[src/rtl/dmi_resp_fifo.sv]
// DMI response FIFO on tck_i: circular buffer with registered or fall-through output, flush and fill level.
// Optional peak-occupancy monitor hwm_o is enabled by defining DMI_RESP_FIFO_HWM_EN.
module dmi_resp_fifo #(
    parameter int unsigned WIDTH        = 34,
    parameter int unsigned DEPTH        = 4,
    parameter bit          FALL_THROUGH = 1'b0
) (
    input  logic                       tck_i,
    input  logic                       trst_i,
    input  logic                       flush_i,
    input  logic [WIDTH-1:0]           dmi_resp_i,
    input  logic                       dmi_resp_valid_i,
    output logic                       dmi_resp_ready_o,
    output logic [WIDTH-1:0]           dmi_resp_o,
    output logic                       dmi_resp_valid_o,
    input  logic                       dmi_resp_ready_i,
    output logic [$clog2(DEPTH+1)-1:0] count_o
`ifdef DMI_RESP_FIFO_HWM_EN
   ,output logic [$clog2(DEPTH+1)-1:0] hwm_o
`endif
);

    localparam int unsigned CW = $clog2(DEPTH + 1);
    localparam int unsigned PW = (DEPTH > 1) ? $clog2(DEPTH) : 1;

    logic [WIDTH-1:0] mem_q [DEPTH];
    logic [PW-1:0]    wr_ptr_q, wr_ptr_d;
    logic [PW-1:0]    rd_ptr_q, rd_ptr_d;
    logic [CW-1:0]    count_q, count_d;

    logic empty, full;
    logic push, pop, bypass;
    logic wr_en, rd_en;

    // Explicit wrap so non-power-of-two depths work.
    function automatic logic [PW-1:0] ptr_inc(input logic [PW-1:0] p);
        return (p == PW'(DEPTH - 1)) ? '0 : p + 1'b1;
    endfunction

    always_comb begin
        empty = (count_q == '0);
        full  = (count_q == CW'(DEPTH));

        dmi_resp_ready_o = ~flush_i & (~full | dmi_resp_ready_i);

        if (FALL_THROUGH && empty) begin
            dmi_resp_valid_o = dmi_resp_valid_i & ~flush_i;
            dmi_resp_o       = dmi_resp_i;
        end else begin
            dmi_resp_valid_o = ~empty;
            dmi_resp_o       = mem_q[rd_ptr_q];
        end

        push   = dmi_resp_valid_i & dmi_resp_ready_o & ~flush_i;
        pop    = dmi_resp_valid_o & dmi_resp_ready_i & ~flush_i;
        // A beat popped while empty never touches storage.
        bypass = FALL_THROUGH & empty & pop;
        wr_en  = push & ~bypass;
        rd_en  = pop & ~bypass;
    end

    always_comb begin
        wr_ptr_d = wr_ptr_q;
        rd_ptr_d = rd_ptr_q;
        count_d  = count_q;
        if (flush_i) begin
            wr_ptr_d = '0;
            rd_ptr_d = '0;
            count_d  = '0;
        end else begin
            if (wr_en) wr_ptr_d = ptr_inc(wr_ptr_q);
            if (rd_en) rd_ptr_d = ptr_inc(rd_ptr_q);
            unique case ({wr_en, rd_en})
                2'b10:   count_d = count_q + 1'b1;
                2'b01:   count_d = count_q - 1'b1;
                default: count_d = count_q;
            endcase
        end
    end

    always_ff @(posedge tck_i or posedge trst_i) begin
        if (trst_i) begin
            wr_ptr_q <= '0;
            rd_ptr_q <= '0;
            count_q  <= '0;
        end else begin
            wr_ptr_q <= wr_ptr_d;
            rd_ptr_q <= rd_ptr_d;
            count_q  <= count_d;
        end
    end

    always_ff @(posedge tck_i) begin
        if (wr_en) mem_q[wr_ptr_q] <= dmi_resp_i;
    end

    assign count_o = count_q;

`ifdef DMI_RESP_FIFO_HWM_EN
    logic [CW-1:0] hwm_q, hwm_d;

    always_comb begin
        hwm_d = hwm_q;
        if (flush_i)              hwm_d = '0;
        else if (count_d > hwm_q) hwm_d = count_d;
    end

    always_ff @(posedge tck_i or posedge trst_i) begin
        if (trst_i) hwm_q <= '0;
        else        hwm_q <= hwm_d;
    end

    assign hwm_o = hwm_q;
`endif

endmodule

[config.mk]
export PLATFORM = sky130hd
export DESIGN_NAME = dmi_resp_fifo
export DESIGN_NICKNAME = d
export VERILOG_FILES = /design/src/rtl/dmi_resp_fifo.sv
export SDC_FILE = /design/constraint.sdc
export NUM_CORES = 1
export LEC_CHECK = 0
export ABC_CLOCK_PERIOD_IN_PS = 2800
export BUFFER_PORTS_ARGS = -buffer_cell sky130_fd_sc_hd__buf_2
export CAP_MARGIN = 20
export CORE_MARGIN = 10
export CORE_UTILIZATION = 25
export DETAILED_ROUTE_END_ITERATION = 8
export GPL_ROUTABILITY_DRIVEN = 0
export GPL_TIMING_DRIVEN = 1
export MAX_ROUTING_LAYER = met4
export PLACE_DENSITY = 0.51
export SYNTH_ARGS = -nofsm -noshare
export SYNTH_HDL_FRONTEND = slang
export SYNTH_SLANG_ARGS = --single-unit
[constraint.sdc]
create_clock -name tck_i -period 2.8 [get_ports tck_i]
set_clock_uncertainty 0.1 [all_clocks]
set_input_delay 0.28 -clock tck_i [delete_from_list [all_inputs] [get_ports tck_i]]
set_output_delay 0.28 -clock tck_i [all_outputs]
set_load 0.1 [all_outputs]
==> results of run 1 <==
-- state kept, by name (all words and copies together), names as in the netlist --
signal,cells
mem_q,136
count_o,3
rd_ptr_q,2
wr_ptr_q,2
-- worst max-delay path, stage by stage, from the launching register on --
cell and delay, ns:
dfrtp_2 0.35, buf_4 0.35, mux4_2 0.56, buf_2 0.31
-- final cells by class --
type / count / area [sq um]
fillers: 2059 / 14000
clock inverters: 11 / 165
multi-input cells: 78 / 1110
inverters: 7 / 26.3
flip-flops and latches: 143 / 4270
repair buffers: 122 / 848
well taps: 275 / 344
clock buffers: 20 / 437
-- cells in the mapped netlist (2+ instances only) --
library cell  number  share of area
nor2_1             7         0.0048
dfrtp_1            7          0.032
inv_1              7         0.0048
buf_4              4         0.0055
and2_1             4         0.0046
mux4_2            34           0.14
or3_1              3         0.0034
buf_1              2         0.0014
a21oi_1            2         0.0018
edfxtp_1         136           0.75
buf_2              4         0.0037
nand2_1            3         0.0021
a31oi_1            2         0.0023
mux2_2             2         0.0041
o2111ai_1          2         0.0032
nand3_1            2         0.0018
ha_1               5          0.011
-- how the worst max path moves through the flow --
| stage | depth (start not counted) | end | slack [ns] |
|---|---|---|---|
| after floorplan | 7 | count_o[2] | 0.11 |
| after global placement | 6 | count_o[2] | 0.54 |
| after detailed placement | 6 | count_o[2] | 0.44 |
| after CTS | 3 | dmi_resp_o[29] | 0.32 |
| after global routing | 6 | count_o[2] | 0.26 |
| final | 3 | dmi_resp_o[23] | 0.40 |
-- layer usage --
layer  wire (microns)  share of wire  up-vias
met5                0              0        -
met3              446          0.039       12
met2             5690           0.50       59
met4              144          0.013        0
li1                 -              -     1251
met1             5010           0.44     1460
-- stage by stage --
stage / utilization / cell area [sq um] / cells
after floorplan: - / 5470 / 240
after global placement: 0.294 / 6240 / 590
after detailed placement: 0.294 / 6240 / 590
after CTS: 0.339 / 7190 / 656
after global routing: 0.339 / 7190 / 656
final: 0.339 / 7190 / 656
-- power groups by stage --
stage	sequential, uW	combinational [uW]	clock [uW]
finish	2460	990	2310
global route	2470	1050	2470
CTS	2460	1010	2370
detailed placement	2510	973	0
global placement	2500	964	0
floorplan	2530	756	0
-- cell families (layout without fill, tap and decap cells) --
| family | Yosys count | in the layout | share of synthesized area |
|---|---|---|---|
| xor+xnor | 2 | 2 | 0.00321 |
| fa+ha+maj | 6 | 6 | 0.0151 |
| simple gates | 22 | 22 | 0.0204 |
| compound gates | 11 | 11 | 0.0156 |
| mux | 37 | 37 | 0.146 |
| buf+inv | 19 | 160 | 0.0181 |
| flops | 143 | 143 | 0.781 |
-- timing repair --
action                                 in CTS  in global routing
hold buffers                               35                  0
buffers inserted                            0                  0
endpoints found under the hold margin     143                  0
==> metrics.txt, run 1 <==
worst vdd rail ir drop=0.360 mV; die height=168 microns; Top Ports=78; Post-synth ARST share=0.0490; first-pass GRT wire length=18.2 mm; flop-to-flop setup slack=0.43 ns; Total Negative Setup Slacks=0 ns; power per cell area=801 nW/um^2; Rel. slew slack=0.659; GR Layer Usage met1=0.102; final worst slack=0.403 ns; Worst Hold Margin=0.0949 ns; CORE AREA=21200 sq um; Setup crit end kind=output pin; hold path start=flush_i; Resized cells post-CTS=0; port bufs=77; drt pass-1 iters=4; GRT met3 Usage=0.0262; Synth-to-Final Area Change=31.9%; most frequent cells in the layout=136 x edfxtp_1, 77 x buf_2, 35 x dlygate4sd3_1; M2 GR Usage=0.138; total power=5760 uW; initial drt markers=177; R2R Path End=count_o[2]; largest net degree at the start of global routing=35; reg2reg start=count_o[0]; CTS tree=built; root buf cell=clkbuf_16; DR vias/cell=4.24; sequential group share of total power=0.428; Initial Util=0.257; Comb power frac=0.172; syn_nets=285; flops & latches, synth=143; Clock Sinks=143; Net Sw Power=1600 uW; post-synthesis cell count=240; vias post-DR=2782; CP required=2.42 ns; Seq/Total Area, Yosys=0.781; Pleak=0.00247 uW; max_cap viols=0; Cell variety after synth=31; GRT busiest layer=met2; pre-CTS setup slack=0.436 ns; Clock Latency Late Sink=0.41 ns; Cell Int Power=4160 uW; die footprint=28100 sq um; Hold Path Class=input pin to flop; Worst setup SP type=flop; Min-Delay Endpoint=count_o[0]; DP HPWL=6.83 mm; Clock Power Share=0.400; initial antenna violation count=0; maximum root-to-sink buffer count=2; Final Critical Period=2.40 ns; GRT Total Usage=0.0876; CP arrival=2.02 ns; number of inserted diodes=0; final hold violations=0; synthesized area=5450 sq um; switching share of total power=0.278; total wire length=11.3 mm; # setup viols final=0; Antenna Nets Post-Route=0; clock-pin slew on the worst setup and hold paths=0.06 ns; Post-route DRC=0; top_reg_cell synth=edfxtp_1; grt ovf=0; Worst Tran Pin Value=0.515 ns; CP Class=flop to output pin; CTS H-Tree Depth=4; vias in the first global route=3171; Avg Cell Area, Syn=22.7 sq um; status=complete, no violations; fmax=417 MHz; Post-synth EDFFs=136; crit-path max FO=20; layout net count=414; total clock buffers created by CTS=17; most common cell after layout, fill and taps aside=edfxtp_1; hold path depth=2; RSZ-0062 raised after global routing=false; layout cells sized above 1=0.425; die width=168 microns; period utilisation layout=0.856; Slew Limit Fails=0; drt wl/cell=17.2 microns; Crit. Startpoint=rd_ptr_q[0]; R2R depth=6; Synth Warn #=0; Rows=53
Power figures use the tool's default switching activity.
==> run 2, diff against run 1 <==
--- a/config.mk
+++ b/config.mk
@@ -5,7 +5,7 @@
 export SDC_FILE = /design/constraint.sdc
 export NUM_CORES = 1
 export LEC_CHECK = 0
-export ABC_CLOCK_PERIOD_IN_PS = 2800
+export ABC_CLOCK_PERIOD_IN_PS = 2100
 export BUFFER_PORTS_ARGS = -buffer_cell sky130_fd_sc_hd__buf_2
 export CAP_MARGIN = 20
 export CORE_MARGIN = 10
@@ -13,8 +13,9 @@
 export DETAILED_ROUTE_END_ITERATION = 8
 export GPL_ROUTABILITY_DRIVEN = 0
 export GPL_TIMING_DRIVEN = 1
+export HOLD_SLACK_MARGIN = 0.1
 export MAX_ROUTING_LAYER = met4
-export PLACE_DENSITY = 0.51
+export PLACE_DENSITY = 0.53
 export SYNTH_ARGS = -nofsm -noshare
 export SYNTH_HDL_FRONTEND = slang
 export SYNTH_SLANG_ARGS = --single-unit
==> constraint.sdc (replaced) <==
create_clock -name tck_i -period 2.1 [get_ports tck_i]
set_clock_uncertainty 0.1 [all_clocks]
set_input_delay 0.21 -clock tck_i [delete_from_list [all_inputs] [get_ports tck_i]]
set_output_delay 0.21 -clock tck_i [all_outputs]
set_load 0.1 [all_outputs]
==> run 2 against run 1 <==
The flow now finishes with violations (negative setup slack); sequential power rose by 33%; wire length rose by 6.4%; worst hold slack improved by 0.068 ns; core utilization rose by 2.9 points; critical endpoint is now count_o[2]; largest power group unchanged.
==> metrics.txt, run 2 (same netlist as run 1, synthesis figures left out) <==
status=finished, violations left; failing checks=negative setup slack; Clock Sinks=143; Crit. Startpoint=count_o[1]; Worst Hold Margin=0.163 ns; Final Critical Period=2.21 ns; first-pass GRT wire length=18.1 mm; Synth-to-Final Area Change=43.1%; CTS tree=built; layout net count=433; initial antenna violation count=0; Post-route DRC=0; R2R Path End=count_o[2]; port bufs=77; worst vdd rail ir drop=0.432 mV; CP required=2.33 ns; final hold violations=0; pre-CTS setup slack=-0.118 ns; GRT Total Usage=0.0869; Pleak=0.00268 uW; DR vias/cell=4.18; die height=168 microns; Final Cell Area=7800 sq um; # setup viols final=35; drt wl/cell=17.8 microns; CORE AREA=21200 sq um; maximum root-to-sink buffer count=2; DP HPWL=7.46 mm; total wire length=12.0 mm; flop-to-flop setup slack=-0.11 ns; Top Ports=78; placed cell area=6430 sq um; power per cell area=999 nW/um^2; fmax=453 MHz; number of inserted diodes=0; CP Class=flop to flop; clock-pin slew on the worst setup and hold paths=0.06 ns; Worst setup SP type=flop; Antenna Nets Post-Route=0; Total Negative Setup Slacks=-1.48 ns; Clock Latency Late Sink=0.41 ns; Slew Limit Fails=0; vias in the first global route=3243; RSZ-0062 raised after global routing=true; Setup crit end kind=flop; drt pass-1 iters=4; CP arrival=2.44 ns; max_cap viols=0; Initial Util=0.257; die footprint=28100 sq um; largest net degree at the start of global routing=35; most common cell after layout, fill and taps aside=edfxtp_1; Worst Tran Pin Value=0.489 ns; Biggest register=mem_q; vias post-DR=2824; final worst slack=-0.108 ns; layout cells sized above 1=0.461; Rel. slew slack=0.677; CTS H-Tree Depth=4; total clock buffers created by CTS=17; crit-path max FO=2; die width=168 microns; Setup crit end=count_o[2]; grt ovf=0; Inst Count DP=598; initial drt markers=129; Hold Path Class=input pin to flop; max reg flops=136; period utilisation layout=1.05; reg2reg start=count_o[1]; R2R depth=6; root buf cell=clkbuf_16; most frequent cells in the layout=136 x edfxtp_1, 41 x buf_2, 36 x dlygate4sd3_1; non-filler instance count after layout=676; Rows=53
run 2: cell count changes in the layout (fill, tap and decap cells not counted), moves of 4 or more:
cell | before | now
buf_2 | 77 | 41
buf_6 | 0 | 29
buf_12 | 3 | 19
and2_2 | 4 | 0
and2_4 | 0 | 4
buf_4 | 7 | 11
clkinvlp_4 | 0 | 4
run 2: worst min path at each step:
stage / start / to / cells after the start
5_1_grt: trst_i / count_o[0] / 3
3_3_place_gp: trst_i / wr_ptr_q[1] / 2
6_report: dmi_resp_valid_i / count_o[0] / 4
3_5_place_dp: trst_i / count_o[0] / 2
2_1_floorplan: trst_i / rd_ptr_q[0] / 1
4_1_cts: dmi_resp_valid_i / count_o[0] / 4
run 2: timing repair:
| item | 4_1_cts | 5_1_grt |
|---|---|---|
| cloned | 1 | 3 |
| gates resized for setup | 72 | 18 |
| setup buffers | 4 | 3 |
| endpoints found under the setup margin | 36 | 37 |
| pin swaps | 2 | 2 |
| hold endpoints to repair | 148 | 0 |
| hold buffers | 36 | 0 |
run 2: worst max-delay path, cell delays in order, from the launching register on:
cell,delay [ns]
dfrtp_4,0.49
o31ai_4,0.27
nor3_2,0.07
fa_2,0.34
or3b_1,0.37
or3_1,0.32
a31oi_1,0.17
run 2: cell type report:
class | count | area, sq um
sequential | 143 | 4270
inverter | 7 | 26.3
timing repair buffer | 141 | 1450
multi-input combinational | 78 | 1130
clock buffer | 17 | 425
fill | 1974 | 13400
tap | 275 | 344
clock inverter | 15 | 145
run 2: routing by layer:
metal / track usage / share of wire
met5: - / 0
met1: 0.0969 / 0.43
met3: 0.0295 / 0.047
met4: 0.0352 / 0.019
met2: 0.141 / 0.50
run 2: where the power goes:
group / internal [uW] / total, uW / switching [uW]
combinational: 576 / 1650 / 1070
clock: 1730 / 2860 / 1120
sequential: 3250 / 3280 / 32.1
total: 5560 / 7790 / 2230
run 2: stage by stage:
step / total power (uW) / util
after floorplan: 4400 / -
after global placement: 4690 / 0.303
after detailed placement: 4710 / 0.303
after CTS: 7830 / 0.361
after global routing: 8090 / 0.368
final: 7790 / 0.368
